===== config.mk =====
export PLATFORM = sky130hd
export DESIGN_NAME = ex_muldiv_sequencer
export DESIGN_NICKNAME = d
export VERILOG_FILES = /design/src/rtl/ex_muldiv_sequencer.sv
export SDC_FILE = /design/constraint.sdc
export NUM_CORES = 1
export LEC_CHECK = 0
export BUFFER_PORTS_ARGS = -buffer_cell sky130_fd_sc_hd__buf_2
export CAP_MARGIN = 40
export CORE_MARGIN = 2
export CORE_UTILIZATION = 45
export DETAILED_ROUTE_END_ITERATION = 6
export PLACE_DENSITY = 0.73
export SLEW_MARGIN = 20
export SYNTH_ARGS = -nofsm -noshare
export SYNTH_HDL_FRONTEND = slang
export SYNTH_SLANG_ARGS = --single-unit

===== constraint.sdc =====
create_clock -name clk -period 4.7 [get_ports clk]
set_clock_uncertainty 0.1 [all_clocks]
set_input_delay 0.235 -clock clk [delete_from_list [all_inputs] [get_ports clk]]
set_output_delay 0.235 -clock clk [all_outputs]
set_load 0.1 [all_outputs]

===== src/rtl/ex_muldiv_sequencer.sv =====
// Iterative MULTU/DIVU (shift-add / restoring). WIDTH+1 stall cycles, O_Done in the cycle after; DIVU by 0 is done the cycle after issue.
// Optional macro SIGNED_MULDIV_EN adds in_Signed (MULT/DIV on magnitudes, sign fix-up on the edge into DONE).
module ex_muldiv_sequencer #(
  parameter int WIDTH = 16
) (
  input  logic             clk,
  input  logic             rst,
  input  logic             in_Start,
  input  logic             in_Op,
  input  logic [WIDTH-1:0] in_A,
  input  logic [WIDTH-1:0] in_B,
  input  logic             in_Flush,
`ifdef SIGNED_MULDIV_EN
  input  logic             in_Signed,
`endif
  output logic             O_Stall,
  output logic             O_Busy,
  output logic             O_Done,
  output logic             O_DivByZero,
  output logic [WIDTH-1:0] O_HI,
  output logic [WIDTH-1:0] O_LO
);
  localparam int CW = $clog2(WIDTH + 1);
  localparam logic [CW-1:0] LAST = CW'(WIDTH - 1);

  typedef enum logic [1:0] {IDLE, RUN, DONE} state_t;
  state_t r_state, w_next;

  logic [CW-1:0]    r_cnt;
  logic             r_op, r_dbz;
  logic [WIDTH-1:0] r_wh, r_wl, r_b, r_hi, r_lo;
  logic             w_issue_dbz, w_ge;
  logic [WIDTH:0]   w_sum, w_shift;
  logic [WIDTH-1:0] w_addend, w_diff, w_it_hi, w_it_lo;
  logic [WIDTH-1:0] w_res_hi, w_res_lo, w_a_mag, w_b_mag;

  assign w_issue_dbz = in_Op && (in_B == '0);

  // Multiply keeps {acc, multiplier} in r_wh/r_wl; divide keeps {remainder, dividend/quotient}.
  assign w_addend = r_wl[0] ? r_b : '0;
  assign w_sum    = {1'b0, r_wh} + {1'b0, w_addend};
  assign w_shift  = {r_wh, r_wl[WIDTH-1]};
  assign w_ge     = (w_shift >= {1'b0, r_b});
  assign w_diff   = w_shift[WIDTH-1:0] - r_b;

  always_comb begin
    w_it_hi = w_sum[WIDTH:1];
    w_it_lo = {w_sum[0], r_wl[WIDTH-1:1]};
    if (r_op) begin
      w_it_hi = w_ge ? w_diff : w_shift[WIDTH-1:0];
      w_it_lo = {r_wl[WIDTH-2:0], w_ge};
    end
  end

`ifdef SIGNED_MULDIV_EN
  logic                 w_a_neg, w_b_neg, r_neg_q, r_neg_r;
  logic [2*WIDTH-1:0]   w_prod;

  assign w_a_neg = in_Signed && in_A[WIDTH-1];
  assign w_b_neg = in_Signed && in_B[WIDTH-1];
  assign w_a_mag = w_a_neg ? -in_A : in_A;
  assign w_b_mag = w_b_neg ? -in_B : in_B;
  assign w_prod  = r_neg_q ? -{w_it_hi, w_it_lo} : {w_it_hi, w_it_lo};

  // Quotient sign is the XOR of operand signs; remainder follows the dividend.
  always_comb begin
    w_res_hi = w_prod[2*WIDTH-1:WIDTH];
    w_res_lo = w_prod[WIDTH-1:0];
    if (r_op) begin
      w_res_hi = r_neg_r ? -w_it_hi : w_it_hi;
      w_res_lo = r_neg_q ? -w_it_lo : w_it_lo;
    end
  end

  always_ff @(posedge clk) begin
    if (rst) begin
      r_neg_q <= 1'b0;
      r_neg_r <= 1'b0;
    end else if (r_state == IDLE && w_next == RUN) begin
      r_neg_q <= w_a_neg ^ w_b_neg;
      r_neg_r <= w_a_neg;
    end
  end
`else
  assign w_a_mag  = in_A;
  assign w_b_mag  = in_B;
  assign w_res_hi = w_it_hi;
  assign w_res_lo = w_it_lo;
`endif

  always_comb begin
    w_next      = r_state;
    O_Stall     = 1'b0;
    O_Busy      = 1'b0;
    O_Done      = 1'b0;
    O_DivByZero = 1'b0;
    case (r_state)
      IDLE: begin
        O_Stall = in_Start;
        if (in_Start && !in_Flush) w_next = w_issue_dbz ? DONE : RUN;
      end
      RUN: begin
        O_Stall = 1'b1;
        O_Busy  = 1'b1;
        if (in_Flush)           w_next = IDLE;
        else if (r_cnt == LAST) w_next = DONE;
      end
      DONE: begin
        O_Busy      = 1'b1;
        O_Done      = 1'b1;
        O_DivByZero = r_dbz;
        w_next      = IDLE;
      end
      default: w_next = IDLE;
    endcase
  end

  always_ff @(posedge clk) begin
    if (rst) r_state <= IDLE;
    else     r_state <= w_next;
  end

  always_ff @(posedge clk) begin
    if (rst) begin
      r_cnt <= '0;
      r_op  <= 1'b0;
      r_dbz <= 1'b0;
      r_wh  <= '0;
      r_wl  <= '0;
      r_b   <= '0;
      r_hi  <= '0;
      r_lo  <= '0;
    end else begin
      case (r_state)
        IDLE: begin
          if (w_next == RUN) begin
            r_cnt <= '0;
            r_op  <= in_Op;
            r_dbz <= 1'b0;
            r_wh  <= '0;
            r_wl  <= in_Op ? w_a_mag : w_b_mag;
            r_b   <= in_Op ? w_b_mag : w_a_mag;
          end else if (w_next == DONE) begin
            r_dbz <= 1'b1;
            r_hi  <= in_A;
            r_lo  <= '1;
          end
        end
        RUN: begin
          if (!in_Flush) begin
            r_wh  <= w_it_hi;
            r_wl  <= w_it_lo;
            r_cnt <= r_cnt + CW'(1);
            if (r_cnt == LAST) begin
              r_hi <= w_res_hi;
              r_lo <= w_res_lo;
            end
          end
        end
        default: ;
      endcase
    end
  end

  assign O_HI = r_hi;
  assign O_LO = r_lo;
endmodule


==> results.toml <==
[min_path]
hold_depth = 3
worstHoldPathType = "in2reg"
hp-start = "in_A[10]"
worstHoldEndpoint = "O_HI[10]$_SDFFE_PP0P_"

[synth]
ys_async_sr_fraction_pct = 0
yosys_warnings = 0
yosysSeqAreaShare_pct = 29.3
synth_nets = 867
ys_ff_latch = 89
syn_area_per_cell_um2 = 7.70
netlist_area_mm2 = 0.00607
synth_edf_count = 0
synth_cell_type_count = 67
ys.flop_type = "dfxtp_1"
netlist_instances = 789

[global_route]
grt_start_max_net_pins = 66
antenna_found_initial = 0
grt_use_total_pct = 25.2
overflow = 0
grt_pass1_vias = 5538
grt_pass1_wl_um = 28900

[die]
dieArea_mm2 = 0.0144
coreArea_mm2 = 0.0132
die_w_um = 120
die_y_um = 120
initial_core_util_pct = 46.0
ios = 73
placementRows = 42

[detailed_routing]
num_vias = 6028
drc = 0
via_per_inst = 5.90
wl_met1_um = 7860
highest_layer = "met4"
drt-initial-drc-count = 678
antenna_left = 0
drtPass1Iterations = 5
avgRoutedWirePerCell_um = 17.7
wl_met2_um = 8460
wl_met3_um = 1370
drt_wl_total_um = 18100

[clock_tree]
numCtsBuffers = 9
post_cts_buffers = 0
cts_tree = "done"
clk_path_buf_depth = 2
h-tree-depth = 3
hold_buffers = 0
insertion_delay_ns = 0.35
clock-sinks = 89
root_buffer = "clkbuf_16"
cts_resized = 0
clkTransAtPathRegs_ns = 0.07

[cells_and_area]
diodes = 0
area_growth_pct = 13.4
fillCellCount = 1276
drive_above_1_share_pct = 13.8
utilization_pct = 52.2
stdcell_count = 1022
fin_nets = 919

[sta]
finalCritPeriodShare_pct = 76.9
period_needed_ns = 3.61
slew_headroom_pct = 41.1
drv_slew = 0
worst_pin_slew_ns = 0.883
finalSetupTns_ns = 0
fmax_ghz = 0.277
final.setup.worst_slack_ns = 1.09
hold_violations = 0
finalSetupViolCount = 0
rsz0062_at_grt = "false"

[setup_path]
cp-end-kind = "register"
r2r-start = "r_wl[0]$_SDFFE_PP0P_"
cp_max_fo = 14
arrival_ns = 3.70
crit_type = "in2reg"
r2r_end = "O_HI[15]$_SDFFE_PP0P_"
start_kind = "input port"
ff2ff_path_depth = 11
rrSetupSlack_ns = 1.09
critPathRequiredTime_ns = 4.79

[power_and_ir_drop]
seq_power_share_pct = 36.2
total_power_w = 0.00238
p_sw_share_pct = 38.0
power_frac_clock_pct = 31.9
power_switching_w = 0.000902
p_per_area_mw_per_mm2 = 345
power_leakage_nw = 3.00
irDropWorstVdd_mv = 0.198
power_frac_comb_pct = 31.9
intPower_w = 0.00148

[place]
hpwl_um = 13300
gp_congestion = 0.951
io_buffers = 72
dp_slack_ns = 0.842
placed_cells = 1006

[run_status]
outcome = "completed"

[run]
max-cap-violations = 0
Yosys cell counts, types with 3 or more instances:
library cell / instances / area share (%)
a22oi_1: 5 / 0.62
xnor2_1: 13 / 1.9
o21ai_0: 27 / 2.2
nor3_1: 25 / 2.1
nor2_1: 111 / 6.9
a211oi_2: 3 / 0.62
and3_1: 8 / 0.82
dfxtp_1: 89 / 29
a31oi_1: 15 / 1.5
nor2b_1: 3 / 0.31
a211oi_1: 30 / 3.7
and2_1: 19 / 2.0
nor4_1: 5 / 0.52
xor2_1: 12 / 1.7
buf_1: 6 / 0.37
a21o_1: 12 / 1.5
clkbuf_1: 34 / 2.1
o21a_1: 5 / 0.62
nand3_1: 34 / 2.8
nand2_1: 85 / 5.3
mux2i_1: 51 / 8.4
o31ai_1: 3 / 0.37
a21oi_1: 59 / 4.9
o211ai_1: 3 / 0.37
inv_1: 33 / 2.0
a211o_1: 5 / 0.72
or3_1: 3 / 0.31
ha_1: 39 / 8.0
placed cells by master (no fill, tap or decap), types with 3 or more instances in the layout:
cell,count
a21o_1,12
xnor2_1,13
dfxtp_1,88
and2_1,18
o211ai_1,3
a21oi_1,59
a211oi_2,3
nor4_1,5
inv_1,33
o21ai_0,27
nand2_1,85
nand3_1,34
nor2_1,111
nor3_1,25
ha_1,39
or3_1,3
and3_1,8
xor2_1,12
nor2b_1,3
o31ai_1,3
a211o_1,5
buf_2,72
mux2i_1,51
o21a_1,5
a31oi_1,15
a22oi_1,5
clkbuf_16,9
a211oi_1,30
buf_4,11
sequential cells by signal (all words and copies together), names as in the netlist:
name / flops
r_op: 1
r_wl: 16
r_cnt: 5
O_HI: 16
r_wh: 16
O_LO: 16
r_state: 2
r_b: 16
r_dbz: 1
kinds of logic after synthesis:
family	after synthesis	share of synthesized area (%)
flops	89	29.3
simple gates	308	22.9
xor+xnor	25	3.61
compound gates	198	22.1
mux	52	8.59
fa+ha+maj	41	8.70
buf+inv	76	4.78
per-stage QoR:
| stage | cell area (µm²) | hold slack (ns) |
|---|---|---|
| after floorplan | 6070 | 0.318 |
| after global placement | 6570 | 0.364 |
| after detailed placement | 6580 | 0.368 |
| after CTS | 6890 | 0.150 |
| after global routing | 6890 | 0.162 |
| final | 6890 | 0.159 |
worst max-delay path by stage:
stage | start | endpoint | slack (ns) | cells after the start
floorplan | in_Op | O_HI[15]$_SDFFE_PP0P_ | 1.43 | 12
global placement | in_B[0] | O_HI[5]$_SDFFE_PP0P_ | 0.98 | 11
detailed placement | in_B[0] | O_HI[5]$_SDFFE_PP0P_ | 0.84 | 12
CTS | r_wl[0]$_SDFFE_PP0P_ | O_HI[15]$_SDFFE_PP0P_ | 1.13 | 11
global route | r_wl[0]$_SDFFE_PP0P_ | O_HI[13]$_SDFFE_PP0P_ | 0.79 | 10
finish | in_B[0] | O_HI[2]$_SDFFE_PP0P_ | 1.09 | 12
power by group through the flow:
stage               Clock [W]  Sequential [W]  Combinational, W
floorplan                   0        0.000992          0.000444
global placement            0        0.000876          0.000739
detailed placement          0        0.000876          0.000745
CTS                  0.000765        0.000859          0.000749
global route         0.000803        0.000865          0.000814
finish               0.000759        0.000861          0.000758
layer usage:
metal,track usage (%),up-vias
met4,7.72,0
met1,34.2,2808
li1,-,2931
met5,0,-
met3,4.13,34
met2,40.9,255
layout make-up:
type / count / area (µm²) / share of cell area, %
clock buffers: 10 / 239 / 3.47
clock inverters: 6 / 72.6 / 1.05
well taps: 176 / 220 / 3.20
repair buffers: 83 / 443 / 6.43
flip-flops and latches: 89 / 1780 / 25.9
multi-input cells: 624 / 4000 / 58.1
inverters: 34 / 128 / 1.85
critical path, cell delays in order:
cell      delay, ns
buf_2          0.11
or4b_2         0.68
nor4_1         0.67
nor4b_1        0.13
a21oi_1        0.24
inv_1          0.08
ha_1           0.21
o21ai_0        0.21
nand3_1        0.46
buf_4          0.39
a21oi_1        0.16
a211oi_1       0.11
(Power assumes the default switching activity.)
